**src/rtl/adder_chk_pkg.sv**
```systemverilog
// Shared types for the adder response checker.
// Entry layout, FSM states and counter width.
package adder_chk_pkg;

  localparam int MAX_W = 64;
  localparam int WID_W = $clog2(MAX_W) + 1;
  localparam int CNT_W = 32;

  typedef struct packed {
    logic [MAX_W-1:0] sum;
    logic             cout;
    logic [WID_W-1:0] width;
    logic [CNT_W-1:0] index;
  } chk_entry_t;

  typedef enum logic {
    ACTIVE = 1'b0,
    FAULT  = 1'b1
  } chk_state_e;

endpackage

```
**src/rtl/chk_fifo.sv**
```systemverilog
// Synchronous FIFO of expected-result entries.
// Registered full/empty/count; push and pop may coincide.
module chk_fifo
  import adder_chk_pkg::*;
#(
  parameter int DEPTH = 8
) (
  input  logic                     clk,
  input  logic                     rst,
  input  logic                     push,
  input  chk_entry_t               din,
  input  logic                     pop,
  output chk_entry_t               dout,
  output logic                     full,
  output logic                     empty,
  output logic [$clog2(DEPTH):0]   count
);

  localparam int AW = $clog2(DEPTH);

  chk_entry_t      mem [DEPTH];
  logic [AW-1:0]   wr_ptr;
  logic [AW-1:0]   rd_ptr;
  logic            do_push;
  logic            do_pop;
  logic [AW:0]     count_n;

  assign do_push = push && !full;
  assign do_pop  = pop && !empty;
  assign dout    = mem[rd_ptr];

  always_comb begin
    count_n = count;
    if (do_push && !do_pop) count_n = count + 1'b1;
    if (!do_push && do_pop) count_n = count - 1'b1;
  end

  always_ff @(posedge clk) begin
    if (do_push) mem[wr_ptr] <= din;
  end

  always_ff @(posedge clk) begin
    if (rst) begin
      wr_ptr <= '0;
      rd_ptr <= '0;
      count  <= '0;
      full   <= 1'b0;
      empty  <= 1'b1;
    end else begin
      if (do_push) wr_ptr <= wr_ptr + 1'b1;
      if (do_pop)  rd_ptr <= rd_ptr + 1'b1;
      count <= count_n;
      full  <= (count_n == (AW+1)'(DEPTH));
      empty <= (count_n == '0);
    end
  end

endmodule

```
**config.mk**
```make
export PLATFORM = sky130hd
export DESIGN_NAME = chk_fifo
export DESIGN_NICKNAME = d
export VERILOG_FILES = /design/src/rtl/adder_chk_pkg.sv /design/src/rtl/chk_fifo.sv
export SDC_FILE = /design/constraint.sdc
export NUM_CORES = 1
export LEC_CHECK = 0
export BUFFER_PORTS_ARGS = -buffer_cell sky130_fd_sc_hd__buf_2
export CORE_ASPECT_RATIO = 0.5
export CORE_MARGIN = 2
export CORE_UTILIZATION = 30
export DETAILED_ROUTE_END_ITERATION = 16
export GPL_ROUTABILITY_DRIVEN = 0
export SYNTH_ARGS = -nofsm -noshare
export SYNTH_HDL_FRONTEND = slang
export SYNTH_SLANG_ARGS = --single-unit
```
**constraint.sdc**
```tcl
create_clock -name clk -period 16.1 [get_ports clk]
set_input_delay 3.22 -clock clk [delete_from_list [all_inputs] [get_ports clk]]
set_output_delay 3.22 -clock clk [all_outputs]
set_load 0.01 [all_outputs]
```
---- Word level (Yosys, flattened, before mapping) ----
Memory sizes are Yosys's and may differ from the RTL's. A register that Yosys moved wholly into a read port is not among the register bits.
Cells that the tools add are included.
word-level totals
  register bits after elaboration ......... 12
  latch bits .............................. 0
  memory bits (writable) .................. 832
  memory bits (read-only) ................. 0
  input bits .............................. 108
  output and inout bits ................... 110
  memories kept ........................... 1
cells by class
  add/sub/neg operators ................... 4
  multiply operators ...................... 0
  divide/modulo/power cells ............... 0
  order comparisons ....................... 0
  equal/unequal tests ..................... 1
  shift operators ......................... 0
  mux-type cells .......................... 6
  bitwise operators ....................... 0
  reduce and logical (&&, ||, !) cells .... 9
memory list
  memory  words  width  read ports  clocked after memory_dff  wr ports  line            RTL
  mem     8      104    1           1                         1         chk_fifo.sv:21  chk_entry_t mem [DEPTH];
operator list
  operator                                           number
  two-way mux 4 bit                                  2
  adder 3 x 1 -> 3 bit (second input constant)       2
  two-way mux 3 bit                                  2
  adder 4 x 1 -> 4 bit (second input constant)       1
  equality test 4 bit (second input constant)        1
  logical AND 1 bit                                  4
  zero test 1 bit                                    4
  zero test 4 bit                                    1
  subtractor 4 x 1 -> 4 bit (second input constant)  1
  two-way mux 1 bit                                  2

---- Longest topological paths before layout ----
  depth in word-level cells ............... 7
  depth in mapped cells ................... 6
  gate-level depth less buffers ........... 6

---- Least setup slack after synthesis ----
Ideal clock, no wire load.
  kind .................................... input to register
  from .................................... input port push
  to ...................................... memory mem[0][0] (netlist bit) (enable)
  library setup time ...................... 0.822 ns
  arrival time ............................ 13.246 ns
  slack ................................... 2.032 ns
  cell stages on the path ................. 3
  buffers on the path ..................... 1
  cells stage by stage .................... nand2b_1 > clkbuf_1 > nor4_1
on the way
  word-level cells in the longest chain between the ends .. 3
ends and longest elaborated chain
  element                                  line            RTL
  start, declared                          chk_fifo.sv:10  input logic push,
  logical AND 1 bit                        chk_fifo.sv:28  assign do_push = push && !full;
  two-way mux 1 bit                        chk_fifo.sv:39  if (do_push) mem[wr_ptr] <= din;
  two-way mux 1 bit (implied by the code)  chk_fifo.sv:39
  end, declared                            chk_fifo.sv:21
No other way between the ends.

==> summary by stage <==
Run
The max-cap check violation count is 0.

Finish
The proportion of layout cells with a drive suffix above 1 is about two fifths. From synthesis to final layout, the design area changed by 16.2%. The multi-input combinational cells in the finished layout cover a total of roughly 6600 um2. The number of filler instances in the final layout is approximately 10000. The flip-flop and latch area is between 20000 and 30000 um2. The library cell used most frequently in the layout, excluding fill and tap cells, is sky130_fd_sc_hd__edfxtp_1. Cells fill between 30% and 40% of the core in the end. The final layout contains between 1500 and 2000 nets. The library cells used most frequently in the layout, excluding fill and tap cells, are 832 x sky130_fd_sc_hd__edfxtp_1, 217 x sky130_fd_sc_hd__buf_2, 208 x sky130_fd_sc_hd__mux4_2.

Die
The number of placement rows is 85. The effective utilization at floorplan is 30.2%. The full die area is about 110000 um2. In this run the standard cell core region covers 107000 um2. The floorplan step set the die width to 468 um. roughly 220 I/O pins were placed. The die is roughly 240 um tall.

GRT
The first global-routing pass estimated 99300 um of wire. The via count of the first global-routing pass is roughly 15000. The number of antenna violations at the first check in global routing is 14. For this run the aggregate overflow at the end of global routing stands at 0. The largest net degree at the start of global routing is about 110.

Global routing used between 10% and 20% of the available tracks across all layers.

STA
The worst max-slew margin expressed relative to the limit is a little over a quarter. The top achievable clock speed is ~140 MHz. The total count of max-transition violations in the final report is 0. For the pin with the worst max-slew slack, the measured transition is 1.11 ns. The largest clock skew in the final design is about 0.023 ns. In the finished design, the share of the clock period the worst path needs comes to about 46%. The number of hold violations in the final report came to 0. The final period demand of the worst path is approximately 7.4 ns. Setup repair after global routing left no endpoint under its margin. The final total negative setup slack is 0 ns. Setup violations remaining at the end of the flow were counted as 0.

Pwr
The leakage power figure is between 0.01 and 0.015 uW. Power spread over the standard cell area amounts to ~130 nW/um2. VDD sags by at most between 60 and 70 uV.

Worst setup path
Setup slack on the worst reg-to-reg path comes out at 12.08 ns. For the worst setup path, the data arrival time is ~4.1 ns. The worst register-to-register path has a depth of 5.

The endpoint type of the worst setup path is a primary output. The endpoint identified for the worst register-to-register timing path is mem[7][2]. STA puts the critical path data required time at ~13 ns.

The startpoint identified for the worst register-to-register timing path is full. The critical path class is flip-flop to primary output. The startpoint type of the worst setup path is a flip-flop. The highest fanout seen on the critical path is 43.

CTS
The TritonCTS clock tree is built. No sink is reached through more buffers than the 3 on the longest clock path. The clock drives 847 sinks. The root buffer cell chosen for the clock tree is sky130_fd_sc_hd__clkbuf_16. The TritonCTS buffer count is 80. Clock-pin slew was measured on the worst setup and hold paths at 0.07 ns. The cts-stage hold buffer count is 0. The clock tree synthesis step divided the H-tree into 3 levels.

The insertion delay to the later sink of the worst-skew pair is 0.66 ns. Once the clock tree was built, the setup fixing pass inserted 0 buffers. In this run, post-CTS repair resized a total of 0 instances.

Synthesis
Counting flops and latches in the post-synthesis netlist gives between 800 and 900. The synthesized area per cell is around 25 um2. After synthesis, flip-flops and latches occupy around four fifths of the total area. During synthesis, Yosys emitted a total of 0 warnings.

Synthesis produced a netlist with a net count of 1404. Sorting the synthesized cells by area gives the leading types as sky130_fd_sc_hd__edfxtp_1 77%, sky130_fd_sc_hd__mux4_2 14%, sky130_fd_sc_hd__mux2_4 3.9%. The synthesized design devotes to its leading area cell type just under 80% of total area. The synthesized netlist occupies a cell area of roughly 32000 um2. The count of unique library cells instantiated by Yosys is 28. The number of standard cells after synthesis is between 1000 and 1500. The library cell occupying the most area in the post-synthesis netlist is sky130_fd_sc_hd__edfxtp_1.

Worst hold path
The path with the worst hold slack has its endpoint at rd_ptr[1]. The class of the worst hold path is flip-flop to flip-flop. The startpoint identified for the worst hold timing path is rd_ptr[1]. The hold-critical path depth is 2.

Placement
Input and output buffers added on the ports amount to about 220. Detailed placement ended at an HPWL of 35100 um.

Routing
In the routed design, unresolved DRC markers number 0. The routed via count divided by cell count is 4.55. Summing over every cut layer, the via total after detailed routing is approximately 14000. The remaining antenna violation count is 0. For this block, the initial DRC count from the detailed router was between 800 and 900. The first detailed-routing pass ran for 4 iterations. Wires add up to 67400 um. After detailed routing, the average wire length per cell comes to around 22 um.

Status
The flow ran to the end, and the final reports show no timing, DRC or antenna violations.
[state kept, by name, summed over array words and instances, names as in the netlist, named ones only]
register  count
mem         832
count         4
rd_ptr        3
wr_ptr        3
empty         1
full          1
[layer usage]
layer,track usage (%),up-vias,wire (um)
met3,2.23,116,2180
met4,3.41,2,1500
met1,15.9,7467,28900
li1,-,6054,-
met2,20.9,234,34800
met5,0,-,11
[synth_stat cells]
cell                       number
sky130_fd_sc_hd__buf_8          1
sky130_fd_sc_hd__mux4_2       208
sky130_fd_sc_hd__nand2b_1       5
sky130_fd_sc_hd__buf_1          1
sky130_fd_sc_hd__o22ai_1        2
sky130_fd_sc_hd__buf_12        11
sky130_fd_sc_hd__nor3_1         5
sky130_fd_sc_hd__dfxtp_1       15
sky130_fd_sc_hd__mux2_2        20
sky130_fd_sc_hd__xnor2_1        4
sky130_fd_sc_hd__nor4_1         3
sky130_fd_sc_hd__nor2_1        15
sky130_fd_sc_hd__nor2b_1        2
sky130_fd_sc_hd__clkbuf_1      18
sky130_fd_sc_hd__buf_2         28
sky130_fd_sc_hd__buf_6          3
sky130_fd_sc_hd__and4_1         2
sky130_fd_sc_hd__nand2_1       11
sky130_fd_sc_hd__o21ai_1        1
sky130_fd_sc_hd__a211oi_1       4
sky130_fd_sc_hd__a21oi_1        4
sky130_fd_sc_hd__ha_1           4
sky130_fd_sc_hd__inv_1          3
sky130_fd_sc_hd__mux2_4        84
sky130_fd_sc_hd__edfxtp_1     832
sky130_fd_sc_hd__nand3_1        2
sky130_fd_sc_hd__xor2_1         3
sky130_fd_sc_hd__o21bai_1       1
[layout make-up]
class                      count  area share [%]
multi-input combinational    380            17.6
timing repair buffer         239            3.46
clock inverter                45            1.19
clock buffer                  97            5.61
sequential                   847            67.3
tap                         1435            4.78
inverter                       3          0.0300
antenna                        4          0.0266
[per-stage QoR]
step	cells	instance area, um2	worst slack (ns)	hold slack (ns)	power, uW
after floorplan	1292	32300	2.03	0.456	3040
after global placement	2904	35000	8.96	0.476	3210
after detailed placement	2904	35000	8.89	0.485	3220
after CTS	3046	37600	8.52	0.496	5060
after global routing	3048	37600	8.33	0.535	5190
final	3050	37600	8.74	0.492	4990
[power by group]
group / total [uW] / internal [uW] / leakage (uW) / switching (uW)
clock: 1840 / 1020 / 0.00124 / 822
sequential: 2530 / 2500 / 0.00768 / 32.3
combinational: 616 / 314 / 0.00287 / 302
[critical path: stages, from the launching register on]
cell	delay [ns]
sky130_fd_sc_hd__dfxtp_4	0.83
sky130_fd_sc_hd__buf_4	0.72
sky130_fd_sc_hd__buf_4	0.82
sky130_fd_sc_hd__mux4_2	0.59
sky130_fd_sc_hd__mux2_4	0.29
sky130_fd_sc_hd__buf_2	0.14
[kinds of logic after synthesis]
logic type,share of synthesized area [%]
compound gates,0.232
simple gates,0.658
xor+xnor,0.190
fa+ha+maj,0.155
flops,78.2
buf+inv,1.52
mux,19.1
[worst max-delay path by stage]
| stage | start | to | slack, ns | cells past startpoint |
|---|---|---|---|---|
| 2_1_floorplan | push | mem[0][0] | 2.03 | 3 |
| 6_report | flip-flop | dout[59] | 8.74 | 5 |
| 5_1_grt | flip-flop | dout[59] | 8.33 | 5 |
| 3_3_place_gp | push | mem[7][44] | 8.96 | 6 |
| 4_1_cts | flip-flop | dout[59] | 8.52 | 5 |
| 3_5_place_dp | push | mem[7][41] | 8.89 | 6 |
(Power assumes the default switching activity.)
